===== config.mk =====
export PLATFORM = sky130hd
export DESIGN_NAME = uart_tx_buffer_flat
export DESIGN_NICKNAME = d
export VERILOG_FILES = /design/src/rtl/uart_tx_buffer_pkg.sv /design/src/rtl/uart_tx_buffer_if.sv /design/src/rtl/uart_tx_buffer_sync_fifo_cnt.sv /design/src/rtl/uart_tx_buffer.sv /design/src/flat_wrapper.sv
export SDC_FILE = /design/constraint.sdc
export NUM_CORES = 1
export LEC_CHECK = 0
export CAP_MARGIN = 20
export CORE_ASPECT_RATIO = 1.4
export CORE_MARGIN = 1
export CORE_UTILIZATION = 35
export CTS_CLUSTER_SIZE = 24
export DETAILED_ROUTE_END_ITERATION = 8
export HOLD_SLACK_MARGIN = 0.03
export SYNTH_ARGS = -nofsm -noshare
export SYNTH_HDL_FRONTEND = slang
export SYNTH_SLANG_ARGS = --single-unit

===== constraint.sdc =====
create_clock -name clk -period 8.5 [get_ports clk]
set_input_delay 0.85 -clock clk [delete_from_list [all_inputs] [get_ports clk]]
set_output_delay 0.85 -clock clk [all_outputs]
set_load 0.05 [all_outputs]

===== src/rtl/uart_tx_buffer_pkg.sv =====
// Shared definitions for the UART transmit buffer: register map, status
// layout, control bits and drain-FSM state encodings.
package uart_tx_buffer_pkg;

  // Word offset decoded from addr[7:1]. TXDATA is reached through uds, and
  // STATUS (read) / CONTROL (write) through lds, all at the same word.
  localparam logic [6:0] REG_WORD = 7'd0;

  // STATUS byte layout
  localparam int STAT_EMPTY_BIT = 7;
  localparam int STAT_FULL_BIT  = 6;
  localparam int STAT_COUNT_MSB = 4;

  // CONTROL bits
  localparam int CTRL_FLUSH_BIT = 0;

  typedef enum logic [1:0] {
    DRAIN_IDLE    = 2'd0,
    DRAIN_REQ     = 2'd1,
    DRAIN_RELEASE = 2'd2
  } drain_state_t;

  // Assemble the STATUS byte {empty, full, 0, count[4:0]}
  function automatic logic [7:0] status_byte(input logic       empty,
                                             input logic       full,
                                             input logic [4:0] count);
    logic [7:0] s;
    s = '0;
    s[STAT_EMPTY_BIT]     = empty;
    s[STAT_FULL_BIT]      = full;
    s[STAT_COUNT_MSB:0]   = count;
    return s;
  endfunction

endpackage


===== src/rtl/uart_tx_buffer_if.sv =====
// 68000-style CPU bus port of the transmit buffer. The CPU is the master,
// the buffer is the slave.
interface uart_tx_buffer_if;
  logic [15:0] data_write;
  logic [15:0] data_read;
  logic [7:0]  addr;
  logic        uds;
  logic        lds;
  logic        rw;
  logic        ack;

  modport master (
    output data_write, addr, uds, lds, rw,
    input  data_read, ack
  );

  modport slave (
    input  data_write, addr, uds, lds, rw,
    output data_read, ack
  );
endinterface


===== src/rtl/uart_tx_buffer_sync_fifo_cnt.sv =====
// Synchronous show-ahead FIFO with an occupancy counter and a flush input.
// Flush wins over a simultaneous push; pushes while full and pops while
// empty are ignored.
module sync_fifo_cnt #(
  parameter int DEPTH  = 16,
  parameter int AW     = 4,
  parameter int DATA_W = 8
) (
  input  logic              clk,
  input  logic              reset_n,
  input  logic              push,
  input  logic              pop,
  input  logic              flush,
  input  logic [DATA_W-1:0] data_in,
  output logic [DATA_W-1:0] data_out,
  output logic              empty,
  output logic              full,
  output logic [AW:0]       count
);

  localparam logic [AW:0] FULL_COUNT = (AW+1)'(DEPTH);

  logic [DATA_W-1:0] mem [DEPTH];
  logic [AW-1:0]     wr_ptr_q;
  logic [AW-1:0]     rd_ptr_q;
  logic [AW:0]       count_q;
  logic              push_ok;
  logic              pop_ok;

  assign empty    = (count_q == '0);
  assign full     = (count_q == FULL_COUNT);
  assign count    = count_q;
  assign data_out = mem[rd_ptr_q];
  assign push_ok  = push && !full;
  assign pop_ok   = pop && !empty;

  // Pointer and occupancy bookkeeping; pointers wrap naturally modulo DEPTH
  always_ff @(posedge clk or negedge reset_n) begin
    if (!reset_n) begin
      wr_ptr_q <= '0;
      rd_ptr_q <= '0;
      count_q  <= '0;
    end else if (flush) begin
      wr_ptr_q <= '0;
      rd_ptr_q <= '0;
      count_q  <= '0;
    end else begin
      if (push_ok) wr_ptr_q <= wr_ptr_q + AW'(1);
      if (pop_ok)  rd_ptr_q <= rd_ptr_q + AW'(1);
      case ({push_ok, pop_ok})
        2'b10:   count_q <= count_q + (AW+1)'(1);
        2'b01:   count_q <= count_q - (AW+1)'(1);
        default: count_q <= count_q;
      endcase
    end
  end

  // Storage array; contents are don't-care until written, so no reset
  always_ff @(posedge clk) begin
    if (push_ok) mem[wr_ptr_q] <= data_in;
  end

endmodule


===== src/rtl/uart_tx_buffer.sv =====
// Transmit buffer between the CPU bus and the UART register port. The CPU
// pushes bytes into a FIFO through TXDATA; a small drain FSM acts as a bus
// master on the UART RXTX register and sends one byte per UART frame.
module uart_tx_buffer
  import uart_tx_buffer_pkg::*;
#(
  parameter int DEPTH = 16,
  parameter int AW    = 4
) (
  input  logic              clk,
  input  logic              reset_n,
  uart_tx_buffer_if.slave   bus,
  output logic [15:0]       m_data_write,
  output logic [7:0]        m_addr,
  output logic              m_uds,
  output logic              m_lds,
  output logic              m_rw,
  input  logic              m_ack,
  input  logic              tx_active,
  output logic              tx_idle
);

  // FIFO signals
  logic        fifo_push;
  logic        fifo_pop;
  logic        fifo_flush;
  logic [7:0]  fifo_head;
  logic        fifo_empty;
  logic        fifo_full;
  logic [AW:0] fifo_count;

  // CPU-side decode
  logic        hit;
  logic        lock_q;
  logic        accept;
  logic        wr_txdata;
  logic        do_ack;
  logic [15:0] rd_next;

  // Drain FSM
  drain_state_t state_q;
  drain_state_t state_d;
  logic         launch;

  // addr[0] is a byte address bit the word decode never looks at, and
  // CONTROL only defines its flush bit.
  logic unused_bus_bits;
  assign unused_bus_bits = ^{bus.addr[0], bus.data_write[7:1]};

  sync_fifo_cnt #(
    .DEPTH  (DEPTH),
    .AW     (AW),
    .DATA_W (8)
  ) u_fifo (
    .clk      (clk),
    .reset_n  (reset_n),
    .push     (fifo_push),
    .pop      (fifo_pop),
    .flush    (fifo_flush),
    .data_in  (bus.data_write[15:8]),
    .data_out (fifo_head),
    .empty    (fifo_empty),
    .full     (fifo_full),
    .count    (fifo_count)
  );

  // Bus decode: a TXDATA write stalls (no ack) while the registered count
  // says full, even if the drain pops in the same cycle.
  always_comb begin
    hit        = (bus.addr[7:1] == REG_WORD) && (bus.uds || bus.lds);
    accept     = hit && !lock_q;
    wr_txdata  = !bus.rw && bus.uds;
    do_ack     = accept && !(wr_txdata && fifo_full);
    fifo_push  = do_ack && wr_txdata;
    fifo_flush = do_ack && !bus.rw && bus.lds && bus.data_write[CTRL_FLUSH_BIT];
    rd_next    = '0;
    if (do_ack && bus.rw && bus.lds)
      rd_next = {8'h00, status_byte(fifo_empty, fifo_full, 5'(fifo_count))};
  end

  // Registered ack/read data, plus the lock that holds off a second access
  // until the CPU has released both strobes
  always_ff @(posedge clk or negedge reset_n) begin
    if (!reset_n) begin
      bus.ack       <= 1'b0;
      bus.data_read <= '0;
      lock_q        <= 1'b0;
    end else begin
      bus.ack       <= do_ack;
      bus.data_read <= rd_next;
      if (do_ack)
        lock_q <= 1'b1;
      else if (!bus.uds && !bus.lds)
        lock_q <= 1'b0;
    end
  end

  // Drain FSM state register
  always_ff @(posedge clk or negedge reset_n) begin
    if (!reset_n) state_q <= DRAIN_IDLE;
    else          state_q <= state_d;
  end

  // Drain FSM next-state: wait for a byte and an idle UART, request, release
  always_comb begin
    state_d = state_q;
    case (state_q)
      DRAIN_IDLE:    if (!fifo_empty && !tx_active) state_d = DRAIN_REQ;
      DRAIN_REQ:     if (m_ack) state_d = DRAIN_RELEASE;
      DRAIN_RELEASE: state_d = DRAIN_IDLE;
      default:       state_d = DRAIN_IDLE;
    endcase
  end

  // Drain FSM outputs; strobes depend on state only, never on m_ack
  always_comb begin
    m_uds    = (state_q == DRAIN_REQ);
    m_rw     = (state_q != DRAIN_REQ);
    m_lds    = 1'b0;
    m_addr   = '0;
    fifo_pop = (state_q == DRAIN_REQ) && m_ack;
    launch   = (state_q == DRAIN_IDLE) && (state_d == DRAIN_REQ);
    tx_idle  = fifo_empty && (state_q == DRAIN_IDLE) && !tx_active;
  end

  // Latch the head byte when a request starts so a flush cannot change it
  always_ff @(posedge clk or negedge reset_n) begin
    if (!reset_n)    m_data_write <= '0;
    else if (launch) m_data_write <= {fifo_head, 8'h00};
  end

endmodule


===== src/flat_wrapper.sv =====
// flat-port wrapper written by rule: the top's interface ports become plain ports
module uart_tx_buffer_flat import uart_tx_buffer_pkg::*;
#(
  parameter int DEPTH = 16,
  parameter int AW    = 4
)
  (clk, reset_n, m_data_write, m_addr, m_uds, m_lds, m_rw, m_ack, tx_active, tx_idle, bus_data_write, bus_addr, bus_uds, bus_lds, bus_rw, bus_data_read, bus_ack);
  uart_tx_buffer_if bus_i ();
  input  logic clk;
  input  logic reset_n;
  output logic [15:0] m_data_write;
  output logic [7:0] m_addr;
  output logic m_uds;
  output logic m_lds;
  output logic m_rw;
  input  logic m_ack;
  input  logic tx_active;
  output logic tx_idle;
  input wire logic [$bits(bus_i.data_write)-1:0] bus_data_write;
  input wire logic [$bits(bus_i.addr)-1:0] bus_addr;
  input wire logic [$bits(bus_i.uds)-1:0] bus_uds;
  input wire logic [$bits(bus_i.lds)-1:0] bus_lds;
  input wire logic [$bits(bus_i.rw)-1:0] bus_rw;
  output wire logic [$bits(bus_i.data_read)-1:0] bus_data_read;
  output wire logic [$bits(bus_i.ack)-1:0] bus_ack;
  assign bus_i.data_write = bus_data_write;
  assign bus_i.addr = bus_addr;
  assign bus_i.uds = bus_uds;
  assign bus_i.lds = bus_lds;
  assign bus_i.rw = bus_rw;
  assign bus_data_read = bus_i.data_read;
  assign bus_ack = bus_i.ack;
  uart_tx_buffer #(.DEPTH(DEPTH), .AW(AW)) u_core (.clk(clk), .reset_n(reset_n), .bus(bus_i), .m_data_write(m_data_write), .m_addr(m_addr), .m_uds(m_uds), .m_lds(m_lds), .m_rw(m_rw), .m_ack(m_ack), .tx_active(tx_active), .tx_idle(tx_idle));
endmodule

==> flow_summary_export.csv <==
group,metric,value,unit
timing,skew,10.1,ps
yosys,synth_sequential_area_ratio,69.3,%
layout,antennaDiodeCount,0,
cts,post-cts-setup-buffers,0,
yosys,syn-mean-instance-area,16.9,um^2
cts,postCtsResizedCells,0,
power_and_ir_drop,vdd_ir_drop_max,0.137,mV
power_and_ir_drop,net-switching-power,593,uW
placement,placement.io_buffers,41,
global_route,grt_usage,13.9,%
floorplan,fp-row-count,59,
global_route,grt_max_degree,36,
floorplan,io_pins,76,
yosys,netlist_top_cells_area,"sky130_fd_sc_hd__edfxtp_1 57%, sky130_fd_sc_hd__dfrtp_1 12%, sky130_fd_sc_hd__mux4_2 11%",
detailed_routing,detailedRoute.firstPassIterationCount,4,
cts,clk_latency,420,ps
yosys,ys_async_sr_fraction,20.0,%
yosys,edff_count_synth,128,
cts,worst_path_clk_slew,70,ps
placement,gp_congestion,0.768,
yosys,unique_masters_post_synth,49,
global_route,grt_pass1_vias,3616,
cts,cts-hold-fix-buffers,0,
worst_setup_path,timing_worst_setup_path_type,"input port to register",
cts,cts_num_sinks,160,
timing,tightestPinTransition,1000,ps
worst_setup_path,reg_to_reg_setup_timing_slack,5160,ps
power_and_ir_drop,p_int,1380,uW
worst_setup_path,critPathRequiredTime,8840,ps
layout,nets,487,
detailed_routing,finalWirelength,13.1,mm
yosys,synth_largest_type_area_fraction,57.3,%
worst_setup_path,crit_path_end_kind,"register",
detailed_routing,antenna_violating_nets_post_route,0,
global_route,antenna_found_initial,0,
floorplan,core_area,0.0187,mm^2
outcome,run_status,"finished, final reports clean",
yosys,synthesis.yosys.warnings,0,
timing,share_of_the_clock_period_used_by_the_worst_path,45.9,%
timing,layout_setup_ws,4600,ps
placement,hpwl,8.25,mm
floorplan,start_util,35.9,%
cts,tritoncts,"built",
run,max-cap-violations,0,
cts,depth_of_the_cts_h_tree,4,
yosys,synth_seq_cells,160,
hold_path,hold_path_class,"register to register",
timing,fmaxAchievable,256,MHz
power_and_ir_drop,netSwitchingFraction,30.1,%
power_and_ir_drop,power.static_leakage,0.00273,uW
global_route,grt_overflow_total,0,
detailed_routing,detailroute.via_count,3554,
cts,cts_buffer_depth,2,
detailed_routing,initial_drc_count,310,
worst_setup_path,critPathMaxFanout,14,
power_and_ir_drop,power.combinational.fraction,16.2,%
worst_setup_path,critPathArrivalTime,4250,ps
worst_setup_path,cp-start-kind,"input port",
timing,min_period,3900,ps
detailed_routing,drcViolationCount,0,
floorplan,chipHeight,166,um
timing,setup_viol_count_final,0,
global_route,wire_length_of_the_first_global_routing_pass,20.0,mm
detailed_routing,routed_wire_length_per_instance,18.6,um
timing,maxSlewViolCount,0,
timing,timing.final.hold_violations,0,
yosys,synth_largest_area_cell,"sky130_fd_sc_hd__edfxtp_1",
timing,grt_setup_unrepaired,"no",
detailed_routing,drt-vias-per-instance,5.04,
cts,cts-buffers-inserted,17,
floorplan,die_width,119,um
power_and_ir_drop,powerDensity,249,mW/mm^2
yosys,syn-cell-area,0.00671,mm^2
floorplan,die-area,0.0197,mm^2
yosys,synth-main-ff-cell,"sky130_fd_sc_hd__edfxtp_1",
cts,clock_tree.root_cell,"sky130_fd_sc_hd__clkbuf_16",
timing,tns,0,ps
placement,preCtsSetupSlack,4190,ps
power_and_ir_drop,share_clk_of_total_power,37.8,%
power_and_ir_drop,seq_power_share,46.0,%
layout,layout.core_utilization,42.4,%
layout,fraction_of_layout_cells_with_a_size_suffix_above_1,21.3,%
yosys,syn-instance-count,398,
timing,timing.slew.headroom,33.0,%
layout,synthToLayoutAreaGrowth,18.1,%
[Yosys cell counts (all sizes together) (8+ instances only)]
library cell / instances
a21oi: 15
buf: 36
clkbuf: 11
dfrtp: 32
edfxtp: 128
ha: 8
inv: 14
mux2: 8
mux4: 32
nor2: 16
nor4: 11
o22ai: 16
[flip-flops by register name, indices dropped and copies added, names as in the netlist]
name and count:
u_core.u_fifo.mem 128, u_core.m_data_write 8, u_core.bus.data_read 7, u_core.u_fifo.count 5, u_core.u_fifo.rd_ptr_q 4, u_core.u_fifo.wr_ptr_q 4
u_core.state_q 2, u_core.bus.ack 1, u_core.lock_q 1
[critical path, stage by stage]
cell and delay (ps):
sky130_fd_sc_hd__clkdlybuf4s50_1 400, sky130_fd_sc_hd__nor4_1 720, sky130_fd_sc_hd__o2111a_2 410, sky130_fd_sc_hd__clkinv_2 230, sky130_fd_sc_hd__ha_1 360, sky130_fd_sc_hd__xor2_1 170
sky130_fd_sc_hd__ha_1 160, sky130_fd_sc_hd__a21oi_1 70, sky130_fd_sc_hd__or4_1 420, sky130_fd_sc_hd__a31oi_1 250, sky130_fd_sc_hd__mux2i_1 200
[logic make-up (layout without fill, tap and decap cells)]
group	count (synthesis)	after routing	share of synthesized area [%]
adder cells (fa/ha/maj)	8	8	1.49
AND/OR/NAND/NOR	64	64	5.28
buffers and inverters	62	100	5.41
other	1	26	0.0559
AO/OA/AOI/OAI	52	52	4.91
flip-flops	160	160	69.3
multiplexers	44	44	12.7
XOR/XNOR	7	7	0.914
[placed cells by master, fill, tap and decap left out, drive strengths merged, types with 2 or more instances in the layout]
cell / netlist / routed
a21oi: 15 / 15
a31oi: 2 / 2
and2: 4 / 4
and3: 4 / 4
and3b: 2 / 2
buf: 36 / 12
clkbuf: 11 / 17
clkdlybuf4s50: 0 / 41
clkinv: 1 / 6
conb: 1 / 26
dfrtp: 32 / 32
edfxtp: 128 / 128
ha: 8 / 8
inv: 14 / 24
mux2: 8 / 8
mux2i: 4 / 4
mux4: 32 / 32
nand2: 7 / 7
nand2b: 2 / 2
nand3: 3 / 3
nand4: 3 / 3
nor2: 16 / 16
nor2b: 3 / 3
nor3: 3 / 3
nor4: 11 / 11
o211ai: 3 / 3
o21ai: 7 / 7
o21bai: 2 / 2
o22ai: 16 / 16
or3: 2 / 2
or4: 2 / 2
xor2: 7 / 7
[final timing paths]
path,start,endpoint,cells after the start
worst min register to register,u_core.lock_q,u_core.lock_q,1
worst max register to register,u_core.u_fifo.count[2],u_core.u_fifo.count[4],10
min in group asynchronous,reset_n,u_core.state_q[1],2
max in group asynchronous,reset_n,u_core.u_fifo.rd_ptr_q[1],2
worst max-delay path,bus_addr[2],u_core.u_fifo.count[4],11
worst min-delay path,u_core.lock_q,u_core.lock_q,1
[metrics by stage]
stage | power [uW] | instances | hold slack (ps) | cell area, um^2
detailed placement | 1240 | 673 | 493 | 7330
floorplan | 1140 | 423 | 475 | 6800
CTS | 1980 | 705 | 509 | 7920
global placement | 1240 | 673 | 502 | 7330
global route | 2040 | 705 | 543 | 7920
finish | 1970 | 705 | 502 | 7920
[power by group through the flow]
stage               clock [uW]  combinational [uW]  sequential [uW]
floorplan                    0                 170              971
global placement             0                 313              923
detailed placement           0                 320              921
CTS                        754                 320              906
global route               785                 340              910
finish                     744                 319              906
[layer usage]
metal	up-vias	GRT usage (%)	routed length, um
li1	1605	-	-
met1	1811	16.0	5210
met2	124	24.4	6970
met3	14	3.81	655
met4	0	5.56	247
met5	-	0	0
[cell type report]
cell class,instances,area (um^2)
Inverter,15,57.6
Clock buffer,17,425
Fill cell,1643,10800
Sequential cell,160,4650
Multi-Input combinational cell,201,1820
Timing Repair Buffer,53,500
Tap cell,244,305
Clock inverter,15,163
No activity file was read; power rests on OpenSTA's default activity.
==> variant 1, RTL diff (same flow settings) <==
`AW` is set to 4 in 3 places; all go to 3.
--- a/src/rtl/uart_tx_buffer_sync_fifo_cnt.sv
+++ b/src/rtl/uart_tx_buffer_sync_fifo_cnt.sv
@@ -5,3 +5,3 @@
   parameter int DEPTH  = 16,
-  parameter int AW     = 4,
+  parameter int AW     = 3,
   parameter int DATA_W = 8
--- a/src/rtl/uart_tx_buffer.sv
+++ b/src/rtl/uart_tx_buffer.sv
@@ -7,3 +7,3 @@
   parameter int DEPTH = 16,
-  parameter int AW    = 4
+  parameter int AW    = 3
 ) (
--- a/src/flat_wrapper.sv
+++ b/src/flat_wrapper.sv
@@ -4,3 +4,3 @@
   parameter int DEPTH = 16,
-  parameter int AW    = 4
+  parameter int AW    = 3
 )
Check against the original RTL: not equivalent (a bounded check fails within 4 cycles, from zero or initial values and one cycle with reset_n low).
==> variant 1 against the original RTL <==
  * Sequential cell count decreased by 69
  * Via count decreased by 40%
  * Routed wire length decreased by 49%
  * Power decreased by 52%
  * Area after synthesis decreased by 41%
  * Design area decreased by 41%
  * Final cell count decreased by 37%
  * Setup slack improved by 0.56 ns
  * Critical endpoint is now tx_idle
  * Largest cell class unchanged
  * Highest routed layer unchanged
==> variant 1: results (changes against the original RTL) <==
* Status: completed
* WL met1 at 2810 µm (-46%)
* PortBufs at 40 (-2.4%)
* CTS HTree Levels at 3 (-1)
* Top post-synthesis cells by area: edfxtp_1 48%, dfrtp_1 17%, mux4_2 9.1%
* FF-to-FF Start: u_core.u_fifo.count[1]
* Kind of cell adding the most delay to the critical path: buffers and inverters
* Most common library cells after synthesis: 64 x edfxtp_1, 29 x buf_4, 27 x dfrtp_1
* Worst Path Max Fanout at 9 (-5)
* Initial antenna violation count at 0 (unchanged)
* Postcts setup bufs at 0 (unchanged)
* WL met3 at 214 µm (-67%)
* Synth Area in XOR/XNOR at 0.0132 (+0.00410)
* Slew @ Worst Pin at 0.884 ns (-0.117 ns)
* Final Skew at 0.0134 ns (+0.00332 ns)
* Max incr delay on CP at 0.84 ns (+0.12 ns)
* Drt via density at 4.74 (-5.9%)
* Tot GR Track Use at 0.124 (-0.0152)
* Met3 Use GR at 0.0249 (-0.0132)
* Syn_area_per_cell at 15.3 µm² (-9.4%)
* Layout Cells excl Fill at 447 (-37%)
* CTS Buf Count at 9 (-8)
* Register area share after synthesis at 0.654 (-0.0381)
* Post-synthesis compound-gate area fraction at 0.0356 (-0.0134)
* DR iter-0 viols at 94 (-70%)
* EDFF count, synth at 64 (-50%)
* Clk_lat worst skew at 0.34 ns (-0.08 ns)
* Combinational power at 58.6 µW (-82%)
* Clock Tree Root: clkbuf_16
* Post-synthesis mux area share at 0.119 (-0.00833)
* Post-synthesis adder-cell area fraction at 0.0158 (+0.000838)
* First-pass GRT wire length at 10600 µm (-47%)
* Final #Nets at 337 (-31%)
* GR Util met2 at 0.209 (-0.0352)
* Maximum vdd drop at 0.000105 V (-24%)
* RePlAce Congestion at 0.734 (-4.4%)
* Fillers at 987 (-40%)
* Static Leak at 1.73 nW (-37%)
* Slowest cell on the critical path: clkdlybuf4s50_1
* Largest net degree at the start of global routing at 28 (-22%)
* CP Data Arrival Time at 2.49 ns (-1.76 ns)
* Worst setup path start: u_core.u_fifo.count[1]
* Metal2 WL at 3460 µm (-50%)
* Net Sw Frac at 0.228 (-0.0728)
* DPL Wire Length at 4350 µm (-47%)
* Share of post-route cells with drive strength above 1 at 0.144 (-0.0688)
* Cells after DPL at 431 (-36%)
* Biggest regs: u_core.u_fifo.mem x64, u_core.m_data_write x8, u_core.bus.data_read x5
* P_clk at 399 µW (-46%)
* Routed wire per std cell at 14.9 µm (-20%)
* Number of global-route vias before repair at 2040 (-44%)
* Grt met1 use at 0.146 (-0.0137)
* Min-delay src: u_core.m_data_write[15]
* Synth unique cells at 44 (-10%)
* Async SR Flop Fraction at 0.297 (+0.0967)
* Pre-CTS setup slack at 4.88 ns (+0.697 ns)
variant 1: cell types whose count changed after synthesis, sizes merged, moves of 6 or more:
cell,before,now
mux2,8,0
clkbuf,11,2
a21oi,15,5
inv,14,7
o21ai,7,13
mux2i,4,11
mux4,32,16
edfxtp,128,64
o22ai,16,0
variant 1: through the flow:
stage / area [µm²] / power (mW)
CTS: 4710 / 0.948
global route: 4710 / 0.964
floorplan: 4070 / 0.535
detailed placement: 4410 / 0.547
finish: 4710 / 0.936
global placement: 4410 / 0.546
variant 1: final cells by class:
| class | count | area [µm²] | share of cell area |
|---|---|---|---|
| Clock inverter | 6 | 72.6 | 0.0154 |
| Multi-Input combinational cell | 147 | 1170 | 0.249 |
| Tap cell | 141 | 176 | 0.0374 |
| Inverter | 7 | 26.3 | 0.00558 |
| Sequential cell | 91 | 2600 | 0.551 |
| Clock buffer | 10 | 229 | 0.0486 |
| Timing Repair Buffer | 45 | 438 | 0.0929 |
variant 1: logic make-up (layout without fill, tap and decap cells):
group,after synthesis,count (layout)
buffers and inverters,48,68
XOR/XNOR,6,6
adder cells (fa/ha/maj),5,5
AO/OA/AOI/OAI,24,24
AND/OR/NAND/NOR,58,58
flip-flops,91,91
multiplexers,27,27
other,1,27
variant 1: path summary, 6_finish.rpt:
| kind | cells after the start | slack (ns) | to |
|---|---|---|---|
| worst max-delay path | 3 | 5.16 | tx_idle |
| worst min-delay path | 2 | 0.48 | u_core.m_data_write[15] |
| min in group asynchronous | 2 | 0.88 | u_core.u_fifo.wr_ptr_q[0] |
| worst min register to register | 2 | 0.48 | u_core.m_data_write[15] |
| worst max register to register | 9 | 5.78 | u_core.u_fifo.count[2] |
| max in group asynchronous | 2 | 7.35 | u_core.m_data_write[11] |
==> variant 2, RTL diff (same settings) <==
Without the edit above. Make the reset (`reset_n`) synchronous in 4 clocked blocks.
--- a/src/rtl/uart_tx_buffer_sync_fifo_cnt.sv
+++ b/src/rtl/uart_tx_buffer_sync_fifo_cnt.sv
@@ -37,3 +37,3 @@
   // Pointer and occupancy bookkeeping; pointers wrap naturally modulo DEPTH
-  always_ff @(posedge clk or negedge reset_n) begin
+  always_ff @(posedge clk) begin
     if (!reset_n) begin
--- a/src/rtl/uart_tx_buffer.sv
+++ b/src/rtl/uart_tx_buffer.sv
@@ -82,3 +82,3 @@
   // until the CPU has released both strobes
-  always_ff @(posedge clk or negedge reset_n) begin
+  always_ff @(posedge clk) begin
     if (!reset_n) begin
@@ -98,3 +98,3 @@
   // Drain FSM state register
-  always_ff @(posedge clk or negedge reset_n) begin
+  always_ff @(posedge clk) begin
     if (!reset_n) state_q <= DRAIN_IDLE;
@@ -126,3 +126,3 @@
   // Latch the head byte when a request starts so a flush cannot change it
-  always_ff @(posedge clk or negedge reset_n) begin
+  always_ff @(posedge clk) begin
     if (!reset_n)    m_data_write <= '0;
Formal check against the unedited RTL: differs if reset_n is asserted again (counterexample within 4 cycles, from zero or initial values and one cycle with reset_n low); with reset_n held inactive, the same outputs for 4 cycles.
==> variant 2 against the original RTL <==
  * Setup slack got worse by 0.034 ns
  * Area after synthesis fell by 1.3%
  * Sequential cell count did not move
  * Design area fell by 1.9%
  * Routed wire length rose by 2.0%
  * First-iteration DRC count fell by 18%
  * Highest routed layer unchanged
  * Via count rose by 3.5%
Power is not compared: it rests on default switching activity, and its combinational part moved more than twofold at a synthesized area within 25%.
==> variant 2: results (changes against the original RTL) <==
* Status: completed
* Multi-input gates at 242 (+20%)
* Worst flop-to-flop path endpoint: u_core.u_fifo.count[4]
* FF-to-FF Start: u_core.u_fifo.count[0]
* Slew @ Worst Pin at 1.05 ns (+0.0474 ns)
* GR Util met2 at 0.266 (+0.0213)
* Met3 Use GR at 0.0287 (-0.00946)
* Pre-CTS setup slack at 4.15 ns (-0.0365 ns)
* Worst r2r path cells at 9 (-1)
* Reg-to-reg setup timing slack at 5.09 ns (-0.07 ns)
* Drt via density at 4.98 (-1.2%)
* Most common library cells after synthesis: 128 x edfxtp_1, 34 x mux2i_1, 32 x dfxtp_1
* Fillers at 1655 (+0.73%)
* Non-clock buffers, area share at 0.0605 (-0.00266)
* First-pass detailed-route iteration total at 5 (+1)
* DR iter-0 viols at 253 (-18%)
* Hold EP: u_core.lock_q
* Final #Nets at 522 (+7.2%)
* Sequential cell area share at 0.577 (-0.00946)
* Routed wire per std cell at 18.1 µm (-2.5%)
* Post-synthesis adder-cell area fraction at 0.0200 (+0.00511)
* Layout buffer count excluding clock buffers at 48 (-9.4%)
* Clock Tree Root: clkbuf_16
* First-pass GRT wire length at 20800 µm (+3.9%)
* Share of post-route cells with drive strength above 1 at 0.146 (-0.0668)
* Clock buffer count at 18 (+1)
* Synth Area in XOR/XNOR at 0.00662 (-0.00253)
* Worst Path Max Fanout at 13 (-1)
* Top post-synthesis cells by area: edfxtp_1 58%, dfxtp_1 9.7%, mux4_2 5.4%
* Number of global-route vias before repair at 3640 (+0.66%)
* WL met3 at 476 µm (-27%)
* Min-delay src: u_core.lock_q
* Tot GR Track Use at 0.145 (+0.00544)
* Post-synthesis mux area share at 0.106 (-0.0210)
* Largest net degree at the start of global routing at 51 (+42%)
* Post-synthesis compound-gate area fraction at 0.0686 (+0.0195)
* Metal2 WL at 7230 µm (+3.7%)
* Clk_lat worst skew at 0.42 ns (about the same)
* RePlAce Congestion at 0.797 (+3.9%)
* Register area share after synthesis at 0.677 (-0.0152)
* DPL Wire Length at 9020 µm (+9.3%)
* Slowest cell on the critical path: a21oi_1
* Seq_cells at 160 (unchanged)
* Resized cells post-CTS at 0 (unchanged)
* Hold Crit Depth at 2 (+1)
* WL met1 at 5550 µm (+6.5%)
* Multi-input combinational area share at 0.244 (+0.0134)
* Clock buf/inv share at 0.0737 (-0.000521)
==> variant 2: cell count changes after synthesis, sizes merged, moves of 4 or more <==
cell | before | now
a21oi | 15 | 8
nor4 | 11 | 2
mux2i | 4 | 34
a21o | 0 | 4
dfrtp | 32 | 0
nor3 | 3 | 9
mux4 | 32 | 16
mux2 | 8 | 0
a22oi | 1 | 8
a31oi | 2 | 10
nor2 | 16 | 37
dfxtp | 0 | 32
nand3 | 3 | 9
==> variant 2: stage by stage <==
| stage | utilization | power, mW | hold slack [ns] | cell area [µm²] | instances |
|---|---|---|---|---|---|
| global placement | 0.388 | 0.914 | 0.484 | 7190 | 705 |
| floorplan | - | 0.902 | 0.445 | 6710 | 460 |
| CTS | 0.419 | 1.65 | 0.500 | 7760 | 737 |
| finish | 0.420 | 1.64 | 0.491 | 7770 | 738 |
| global route | 0.420 | 1.68 | 0.513 | 7770 | 738 |
| detailed placement | 0.388 | 0.916 | 0.485 | 7190 | 705 |
==> variant 2: worst max path at each step <==
stage                     slack [ns]   startpoint                endpoint  cells past startpoint
final                           4.56       bus_rw  u_core.u_fifo.count[4]                     10
after global routing            4.41       bus_rw  u_core.u_fifo.count[4]                     10
after CTS                       4.60       bus_rw  u_core.u_fifo.count[4]                     10
after detailed placement        4.15       bus_rw  u_core.u_fifo.count[4]                     10
after global placement          4.32       bus_rw  u_core.u_fifo.count[4]                     10
after floorplan                 5.21  bus_addr[2]  u_core.u_fifo.count[4]                     10
==> variant 2: power groups by stage <==
stage                     sequential [mW]  combinational, mW  clock [mW]
after floorplan                     0.862             0.0407           0
after global placement              0.861             0.0529           0
after detailed placement            0.861             0.0546           0
after CTS                           0.844             0.0548       0.749
after global routing                0.844             0.0583       0.778
final                               0.844             0.0551       0.736
